**src/rtl/multicycle_shift_unit.sv**
```systemverilog
// Iterative barrel shifter: SLL/SRL/SRA/ROR/ROL on a WIDTH-bit operand.
// Each clock in SHIFT resolves one binary stage of the effective amount.
// Ports:
//   CLK, RESET           clock (rising edge), async active-high reset
//   IN_VALID/IN_READY    request handshake (DATA, SHAMT, MODE)
//   OUT_VALID/OUT_READY  result handshake (RESULT, CARRY, ZERO)
//   MODE                 000 SLL, 001 SRL, 010 SRA, 011 ROR, 100 ROL, others pass-through
module multicycle_shift_unit #(
   parameter int unsigned WIDTH   = 8,
   parameter int unsigned SHAMT_W = $clog2(WIDTH) + 1
) (
   input  logic               CLK,
   input  logic               RESET,
   input  logic               IN_VALID,
   output logic               IN_READY,
   input  logic [WIDTH-1:0]   DATA,
   input  logic [SHAMT_W-1:0] SHAMT,
   input  logic [2:0]         MODE,
   output logic               OUT_VALID,
   input  logic               OUT_READY,
   output logic [WIDTH-1:0]   RESULT,
   output logic               CARRY,
   output logic               ZERO
);

   localparam int unsigned L  = $clog2(WIDTH);
   localparam int unsigned KW = (L > 1) ? $clog2(L) : 1;

   localparam logic [2:0] M_SLL = 3'b000;
   localparam logic [2:0] M_SRL = 3'b001;
   localparam logic [2:0] M_SRA = 3'b010;
   localparam logic [2:0] M_ROR = 3'b011;
   localparam logic [2:0] M_ROL = 3'b100;

   typedef enum logic [1:0] {S_IDLE, S_SHIFT, S_DONE} state_e;

   state_e             state_q, state_d;
   logic [KW-1:0]      k_q, k_d;
   logic [L-1:0]       e_q, e_d;
   logic [2:0]         mode_q, mode_d;
   logic               sign_q, sign_d;
   logic [WIDTH-1:0]   work_q, work_d;
   logic [WIDTH-1:0]   result_q, result_d;
   logic               carry_q, carry_d;
   logic               zero_q, zero_d;
   logic               in_ready_q, in_ready_d;
   logic               out_valid_q, out_valid_d;

   // One stage: move v by 2^k in the direction selected by m.
   function automatic logic [WIDTH-1:0] apply_stage(input logic [WIDTH-1:0] v,
                                                    input logic [2:0]       m,
                                                    input logic             s,
                                                    input logic [KW-1:0]    k);
      logic [SHAMT_W-1:0] amt;
      logic [SHAMT_W-1:0] rem;
      logic [WIDTH-1:0]   ones;
      amt  = SHAMT_W'(1) << k;
      rem  = SHAMT_W'(WIDTH) - amt;
      ones = '1;
      case (m)
         M_SLL:   apply_stage = v << amt;
         M_SRL:   apply_stage = v >> amt;
         M_SRA:   apply_stage = (v >> amt) | (s ? ~(ones >> amt) : '0);
         M_ROR:   apply_stage = (v >> amt) | (v << rem);
         M_ROL:   apply_stage = (v << amt) | (v >> rem);
         default: apply_stage = v;
      endcase
   endfunction

   // Acceptance-time decode of effective amount, initial working value and carry.
   logic               is_rot;
   logic               is_shift;
   logic               big;
   logic               in_range;
   logic [SHAMT_W-1:0] idx_sll;
   logic [SHAMT_W-1:0] idx_srl;
   logic [L-1:0]       acc_e;
   logic [WIDTH-1:0]   acc_work;
   logic               acc_carry;

   always_comb begin
      is_rot    = (MODE == M_ROR) || (MODE == M_ROL);
      is_shift  = (MODE == M_SLL) || (MODE == M_SRL) || (MODE == M_SRA);
      // SHAMT never exceeds 2*WIDTH-1, so its MSB alone flags SHAMT >= WIDTH.
      big       = SHAMT[SHAMT_W-1];
      in_range  = (SHAMT != '0) && (SHAMT <= SHAMT_W'(WIDTH));
      idx_sll   = SHAMT_W'(WIDTH) - SHAMT;
      idx_srl   = SHAMT - SHAMT_W'(1);

      acc_e     = '0;
      acc_work  = DATA;
      acc_carry = 1'b0;

      if (is_rot || (is_shift && !big)) begin
         acc_e = SHAMT[L-1:0];
      end
      if (is_shift && big) begin
         acc_work = (MODE == M_SRA) ? {WIDTH{DATA[WIDTH-1]}} : '0;
      end

      // Rotate carry depends on the final result and is set on the last stage.
      case (MODE)
         M_SLL:   acc_carry = in_range ? DATA[idx_sll[L-1:0]] : 1'b0;
         M_SRL:   acc_carry = in_range ? DATA[idx_srl[L-1:0]] : 1'b0;
         M_SRA: begin
            if (in_range)
               acc_carry = DATA[idx_srl[L-1:0]];
            else if (SHAMT != '0)
               acc_carry = DATA[WIDTH-1];
         end
         default: acc_carry = 1'b0;
      endcase
   end

   // Next-state and datapath update.
   logic [WIDTH-1:0] stage_val;

   always_comb begin
      state_d     = state_q;
      k_d         = k_q;
      e_d         = e_q;
      mode_d      = mode_q;
      sign_d      = sign_q;
      work_d      = work_q;
      result_d    = result_q;
      carry_d     = carry_q;
      zero_d      = zero_q;
      in_ready_d  = in_ready_q;
      out_valid_d = out_valid_q;
      stage_val   = apply_stage(work_q, mode_q, sign_q, k_q);

      case (state_q)
         S_IDLE: begin
            if (IN_VALID) begin
               state_d    = S_SHIFT;
               k_d        = '0;
               e_d        = acc_e;
               mode_d     = MODE;
               sign_d     = DATA[WIDTH-1];
               work_d     = acc_work;
               carry_d    = acc_carry;
               in_ready_d = 1'b0;
            end
         end
         S_SHIFT: begin
            if (e_q[k_q]) begin
               work_d = stage_val;
            end
            k_d = k_q + KW'(1);
            if (k_q == KW'(L - 1)) begin
               state_d     = S_DONE;
               k_d         = '0;
               out_valid_d = 1'b1;
               result_d    = work_d;
               zero_d      = (work_d == '0);
               if (e_q != '0) begin
                  if (mode_q == M_ROR) carry_d = work_d[WIDTH-1];
                  if (mode_q == M_ROL) carry_d = work_d[0];
               end
            end
         end
         S_DONE: begin
            if (OUT_READY) begin
               state_d     = S_IDLE;
               out_valid_d = 1'b0;
               in_ready_d  = 1'b1;
            end
         end
         default: begin
            state_d     = S_IDLE;
            out_valid_d = 1'b0;
            in_ready_d  = 1'b1;
         end
      endcase
   end

   // State register.
   always_ff @(posedge CLK or posedge RESET) begin
      if (RESET) begin
         state_q     <= S_IDLE;
         k_q         <= '0;
         e_q         <= '0;
         mode_q      <= '0;
         sign_q      <= 1'b0;
         work_q      <= '0;
         result_q    <= '0;
         carry_q     <= 1'b0;
         zero_q      <= 1'b0;
         in_ready_q  <= 1'b1;
         out_valid_q <= 1'b0;
      end else begin
         state_q     <= state_d;
         k_q         <= k_d;
         e_q         <= e_d;
         mode_q      <= mode_d;
         sign_q      <= sign_d;
         work_q      <= work_d;
         result_q    <= result_d;
         carry_q     <= carry_d;
         zero_q      <= zero_d;
         in_ready_q  <= in_ready_d;
         out_valid_q <= out_valid_d;
      end
   end

   assign IN_READY  = in_ready_q;
   assign OUT_VALID = out_valid_q;
   assign RESULT    = result_q;
   assign CARRY     = carry_q;
   assign ZERO      = zero_q;

endmodule

```
**config.mk**
```make
export PLATFORM = sky130hd
export DESIGN_NAME = multicycle_shift_unit
export DESIGN_NICKNAME = d
export VERILOG_FILES = /design/src/rtl/multicycle_shift_unit.sv
export SDC_FILE = /design/constraint.sdc
export NUM_CORES = 1
export LEC_CHECK = 0
export ABC_AREA = 1
export ABC_CLOCK_PERIOD_IN_PS = 1300
export BUFFER_PORTS_ARGS = -buffer_cell sky130_fd_sc_hd__buf_2
export CELL_PAD_IN_SITES_DETAIL_PLACEMENT = 1
export CELL_PAD_IN_SITES_GLOBAL_PLACEMENT = 2
export CORE_UTILIZATION = 28
export CTS_CLUSTER_SIZE = 20
export DETAILED_ROUTE_END_ITERATION = 7
export GPL_TIMING_DRIVEN = 0
export PLACE_DENSITY = 0.85
export SLEW_MARGIN = 25
export SYNTH_ARGS = -nofsm -noshare
export SYNTH_HDL_FRONTEND = slang
export SYNTH_SLANG_ARGS = --single-unit
```
**constraint.sdc**
```tcl
create_clock -name CLK -period 1.3 [get_ports CLK]
set_input_delay 0 -clock CLK [delete_from_list [all_inputs] [get_ports CLK]]
set_output_delay 0 -clock CLK [all_outputs]
set_load 0.05 [all_outputs]
```
After elaboration in Yosys (flattened, before gate mapping)
Cells that the tools add are included.
- input port bits: 19
- word-level logic and storage cells: 108
- output and inout bits: 12
- register bits after elaboration: 31
- bitwise logic cells: 6
- reduce and logical (&&, ||, !) cells: 22
- mux-type cells: 39
- shift operators: 6
- equality and inequality tests: 16
- $lt $le $gt $ge: 4
- $add $sub $neg: 4
- operators with widths (kind ; number):
    $mux 8 ; 6
    $pmux 8 s5 ; 1
    $or 8x8->8 ; 3
    $mux 1 ; 16
    $pmux 8 s2 ; 1
    $shl 8x4->8 ; 2
    $shr 8x4->8 ; 2
    $eq 3x2->1 const B ; 4
    $mux 2 ; 5
    $pmux 1 s3 ; 3
    $reduce_and 3->1 ; 3
    $logic_not 8->1 ; 1
    $lt 3x4->1 const B ; 2
    $ne 2x2->1 const B ; 4
    $not 8->8 ; 1
    $shr 8x4->8 const A ; 1
    $bmux 1 s3 ; 2
    $eq 3x1->1 const B ; 2
    $eq 3x3->1 const B ; 2
    $logic_not 3->1 ; 2
    $pmux 2 s3 ; 1
    $reduce_and 2->1 ; 3
    $reduce_and 5->1 ; 1
    $eq 2x2->1 const B ; 2
    other kinds (21) ; 27

Depth between registers and ports, before layout
- depth in word-level cells: 13
- depth in mapped cells: 15
- gate-level depth less buffers: 14

Worst setup path before layout
Ideal clock, no wire load.
- path kind: input to register
- from: input port SHAMT[0]
- to: register carry_q (netlist: CARRY)
- path slack: -185 ps
- cell stages on the path: 13
- buffers on the path: 1
- data required time: 1182 ps
- setup time: 118 ps
- arrival: 1368 ps
- path through: buf_4 clkinv_1 ha_1 inv_1 nand3_1 nand3b_1 nand2_1 a21oi_1 nand2_1 nand2_1 nand2_1 nand2_1 nand2_1
- cells in the longest elaborated chain, start to end: 7
- ends and longest elaborated chain (item ; RTL line ; source):
    start, declared ; 17 ; input logic [SHAMT_W-1:0] SHAMT,
    $sub 3x1->3 or $sub 1x3->3 (tied branches) ; 88, 87 ;
    $bmux 1 s3, on equally long branches ; 104, 107, 103 ;
    $mux 1, on equally long branches ; 104, 107, 103 ;
    $mux 1, on equally long branches ; 106, 103, 104 ;
    $pmux 1 s3 (*) ; 102 ; case (MODE)
    $mux 1 (*) ; 134 ; if (IN_VALID) begin
    $pmux 1 s2 (*) ; 132 ; case (state_q)
    end signal, assigned ; 199 ; carry_q <= carry_d;
    end, declared ; 44 ; logic carry_q, carry_d;
Mark *: on every way between the ends. The rest lies on a longest branch, timed or not. The select of a mux whose other input is x is not followed.
A chain may end at the register's enable or synchronous reset.

Final worst setup path
- from: register k_q[0]
- to: register zero_q (netlist: ZERO)
- cells in the longest elaborated chain, start to end: 9
- ends and longest elaborated chain (item ; RTL line ; source):
    start, declared ; 38 ; logic [KW-1:0] k_q, k_d;
    start signal, assigned ; 193 ; k_q <= k_d;
    parallel branches: the longest is 9 deep, another holds $sub 4x4->4 ; n/a ;
    end signal, assigned ; 200 ; zero_q <= zero_d;
    end, declared ; 45 ; logic zero_q, zero_d;
Several ways; the timed one is not identified. The select of a mux whose other input is x is not followed.

==> results.md <==
- Layout cells sized above 1: 0.360
- Clk_lat worst skew: 0.29 ns
- Crit end category: flip-flop
- Vias in the first global route: 2824
- TritonCTS clock tree: built
- Vias/cell: 5.09
- Final Cycle Share: 1.35
- Crit-path max cell delay: 0.46 ns
- Period minus WS final: 1.75 ns
- Internal power: 4.87 mW
- Average footprint of a synthesized cell: 6.47 um2
- Psw: 5.57 mW
- # DRC: 0
- Slew Limit Headroom: 0.526
- Worst slack at placement: -0.492 ns
- Drt first pass iters: 4
- Critical path class: flip-flop to flip-flop
- Leading area contributor after synthesis: dfrtp_1
- Maximum clock rate: 571 MHz
- CP Max Fanout: 9
- Row count: 33
- Mapped Cells: 374
- Vias: 2799
- Worst r2r src: k_q[0]
- Tot Pwr: 10.4 mW
- Initial Util: 0.291
- Num CTS Buffers: 5
- Final #Nets: 465
- Status: finished with violations
- Hold path startpoint: MODE[1]
- First-pass GRT wire length: 14.4 mm
- Comb pwr share: 0.717
- Yosys top cell area share: 0.310
- Fill count: 1082
- Setup Skew: 0.00605 ns
- Global Route Usage Sum: 0.208
- Htree depth: 2
- CTS max path bufs: 2
- R2r setup slk: -0.45 ns
- Die ar.: 9010 um2
- Largest delay share family, worst path: simple AND/OR/NAND/NOR gates
- Drt wl/cell: 16.5 um
- Violated checks: negative setup slack
- Cell Chain, Critical Path: buf_8, nor2_4, nand2_1, a21oi_2, nor2_1, nand2_1, nand2_2, nand2_1, nor2_1, nand3_1, nand2_1
- PD cells: 3100 nW/um2
- Arr. time, crit path: 1.94 ns
- DR iter-0 viols: 165
- IO buf count: 29
- Yosys Warn Count: 0
- Worst EP required: 1.49 ns
- Final setup viols: 20
- CTS root buffer: clkbuf_8
- Area contributors post-synth: dfrtp_1 (31%), nand2_1 (21%), nand3_1 (8.9%)
- Register area share after synthesis: 0.321
- Final hold violation count: 0
- Ant. Diodes: 0
- Area delta synth->final: 39.3%
- Reg power frac: 0.189
- CTS clk-pin slew, worst paths: 0.07 ns
- GRT overflow: 0
- Overall routed net length: 9.07 mm
- Most frequent CP cell: nand2_1
- GP Congestion: 0.915
- Startpoint Class: flip-flop
- Netlist Area Pre-Place: 2420 um2
- Hold WC Path Type: input port to flip-flop
- Largest net degree at the start of global routing: 32
- Maximum VDD drop: 653 uV
- Worst-Margin Slew: 0.711 ns
- I/O pins: 31
- RSZ-0062 raised after global routing: true
- Slew Limit Fails: 0
- Area of the multi-input gates: 1630 um2
- Initial antenna violation count: 0
- Clk network pwr share: 0.094
- Distinct cells, synth: 34
- Final worst setup slack: -0.451 ns
- Final ANT Viol Nets: 0
- Syn nets: 395
- Critical path buffers and inverters: 1
- Register area: 783 um2
- DPL Wire Length: 6.40 mm
- Overall die height: 94.9 um
- Register bit total from synthesis: 31
- Setup crit start: k_q[0]
- Die width: 94.9 um
- Worst path slowest cell: dfrtp_2
- Core area: 8300 um2
- Switching Fraction: 0.533
- LEAKAGE: 1.68 nW
- Clock Sinks: 31
- Max-Cap Viols: 0
[registers in the layout (all words and copies together), names as in the netlist]
register   cells
e_q            3
work_q         8
mode_q         3
k_q            2
ZERO           1
OUT_VALID      1
state_q        2
sign_q         1
IN_READY       1
CARRY          1
RESULT         8
[synthesized netlist by cell type]
cell type and n:
dfstp_2 1, o21a_1 2, xnor2_1 2, nor2_1 24, nor2_2 2, inv_4 1
o221ai_1 1, a21oi_2 1, nand3_1 43, nor3_1 1, o21ai_1 3, o31ai_1 1
nand3_2 2, clkinv_1 1, o22ai_1 2, dfrtp_1 30, nand4_1 5, clkbuf_1 3
nand2_1 136, a21oi_1 17, buf_4 3, nand3b_1 3, a31oi_1 1, nor4_1 1
ha_1 2, buf_6 4, inv_1 35, inv_2 3, a22oi_1 4, nor2_4 5
nand4_2 1, nand2_4 3, o21ai_0 25, nand2_2 6
[cells by family (layout without fill, tap and decap cells)]
group	Yosys count	count (layout)	share of synthesized area
AO/OA/AOI/OAI	57	57	0.130
XOR/XNOR	2	2	0.00724
buffers and inverters	50	120	0.0957
adder cells (fa/ha/maj)	2	2	0.0103
flip-flops	31	31	0.321
AND/OR/NAND/NOR	232	233	0.436
[cells in the final DEF (no fill, tap or decap), types with 3 or more instances in the layout]
cell and count:
a22oi_1 4, o21ai_2 5, nand4_1 5, buf_2 29
nand3b_1 3, nor2_1 16, o21ai_0 13, inv_1 26
nand2_1 119, buf_6 6, a21oi_1 12, nor2_4 10
nor2_2 6, dfrtp_1 25, dfrtp_2 5, nand3_1 35
inv_2 8, dlygate4sd3_1 3, clkbuf_8 5, a21oi_2 6
nand2_2 20, nand2_4 6, inv_4 5, o21ai_1 10
buf_4 28, nand3_2 8
[final cells by class]
class | instances | area share
timing repair buffer | 62 | 0.136
buffer | 10 | 0.0301
clock inverter | 1 | 0.00892
inverter | 40 | 0.0487
tap | 105 | 0.0390
sequential | 31 | 0.233
clock buffer | 7 | 0.0227
multi-input combinational | 294 | 0.483
[worst paths after layout]
check | endpoint | cells after the start
max | ZERO | 11
min in group asynchronous | RESULT[3] | 3
max in group asynchronous | mode_q[1] | 3
min | mode_q[1] | 3
min reg2reg | IN_READY | 2
max reg2reg | ZERO | 11
[repair_timing]
action / 4_1_cts / 5_1_grt
hold endpoints to repair: 32 / 0
cloned: 1 / 1
gates resized for setup: 55 / 38
setup endpoints to repair: 27 / 27
hold buffers: 3 / 0
pin swaps: 10 / 21
buffers inserted: 21 / 8
[per-stage QoR]
step                      setup TNS, ns  hold slack [ns]  area (um2)  cells   util
after global placement            -7.30            0.225        2720    508  0.328
after CTS                         -4.98           0.0192        3200    541  0.385
after global routing              -8.21           0.0430        3370    550  0.406
final                             -6.64           0.0162        3370    550  0.406
after detailed placement          -8.07            0.153        2720    508  0.328
after floorplan                  -0.478            0.103        2440    374      -
[worst min-delay path, delay by kind of cell]
kind / cells / cell delay [ns]
buffers and inverters: 2 / 0.18
AO/OA/AOI/OAI: 1 / 0.08
[power by group through the flow]
| stage | registers, mW | clock network, mW | logic (mW) |
|---|---|---|---|
| after floorplan | 2.31 | 0 | 3.44 |
| after global placement | 1.89 | 0 | 5.27 |
| after detailed placement | 1.90 | 0 | 5.36 |
| after CTS | 1.93 | 0.992 | 6.69 |
| after global routing | 2.04 | 1.02 | 8.09 |
| final | 1.98 | 0.979 | 7.49 |
[metal layers]
metal | up-vias | track usage | routed length (um)
met5 | - | 0 | 0
met3 | 15 | 0.0242 | 297
met4 | 0 | 0.0657 | 164
met1 | 1359 | 0.287 | 4250
met2 | 66 | 0.338 | 4360
li1 | 1359 | - | -
Power figures use the tool's default switching activity.
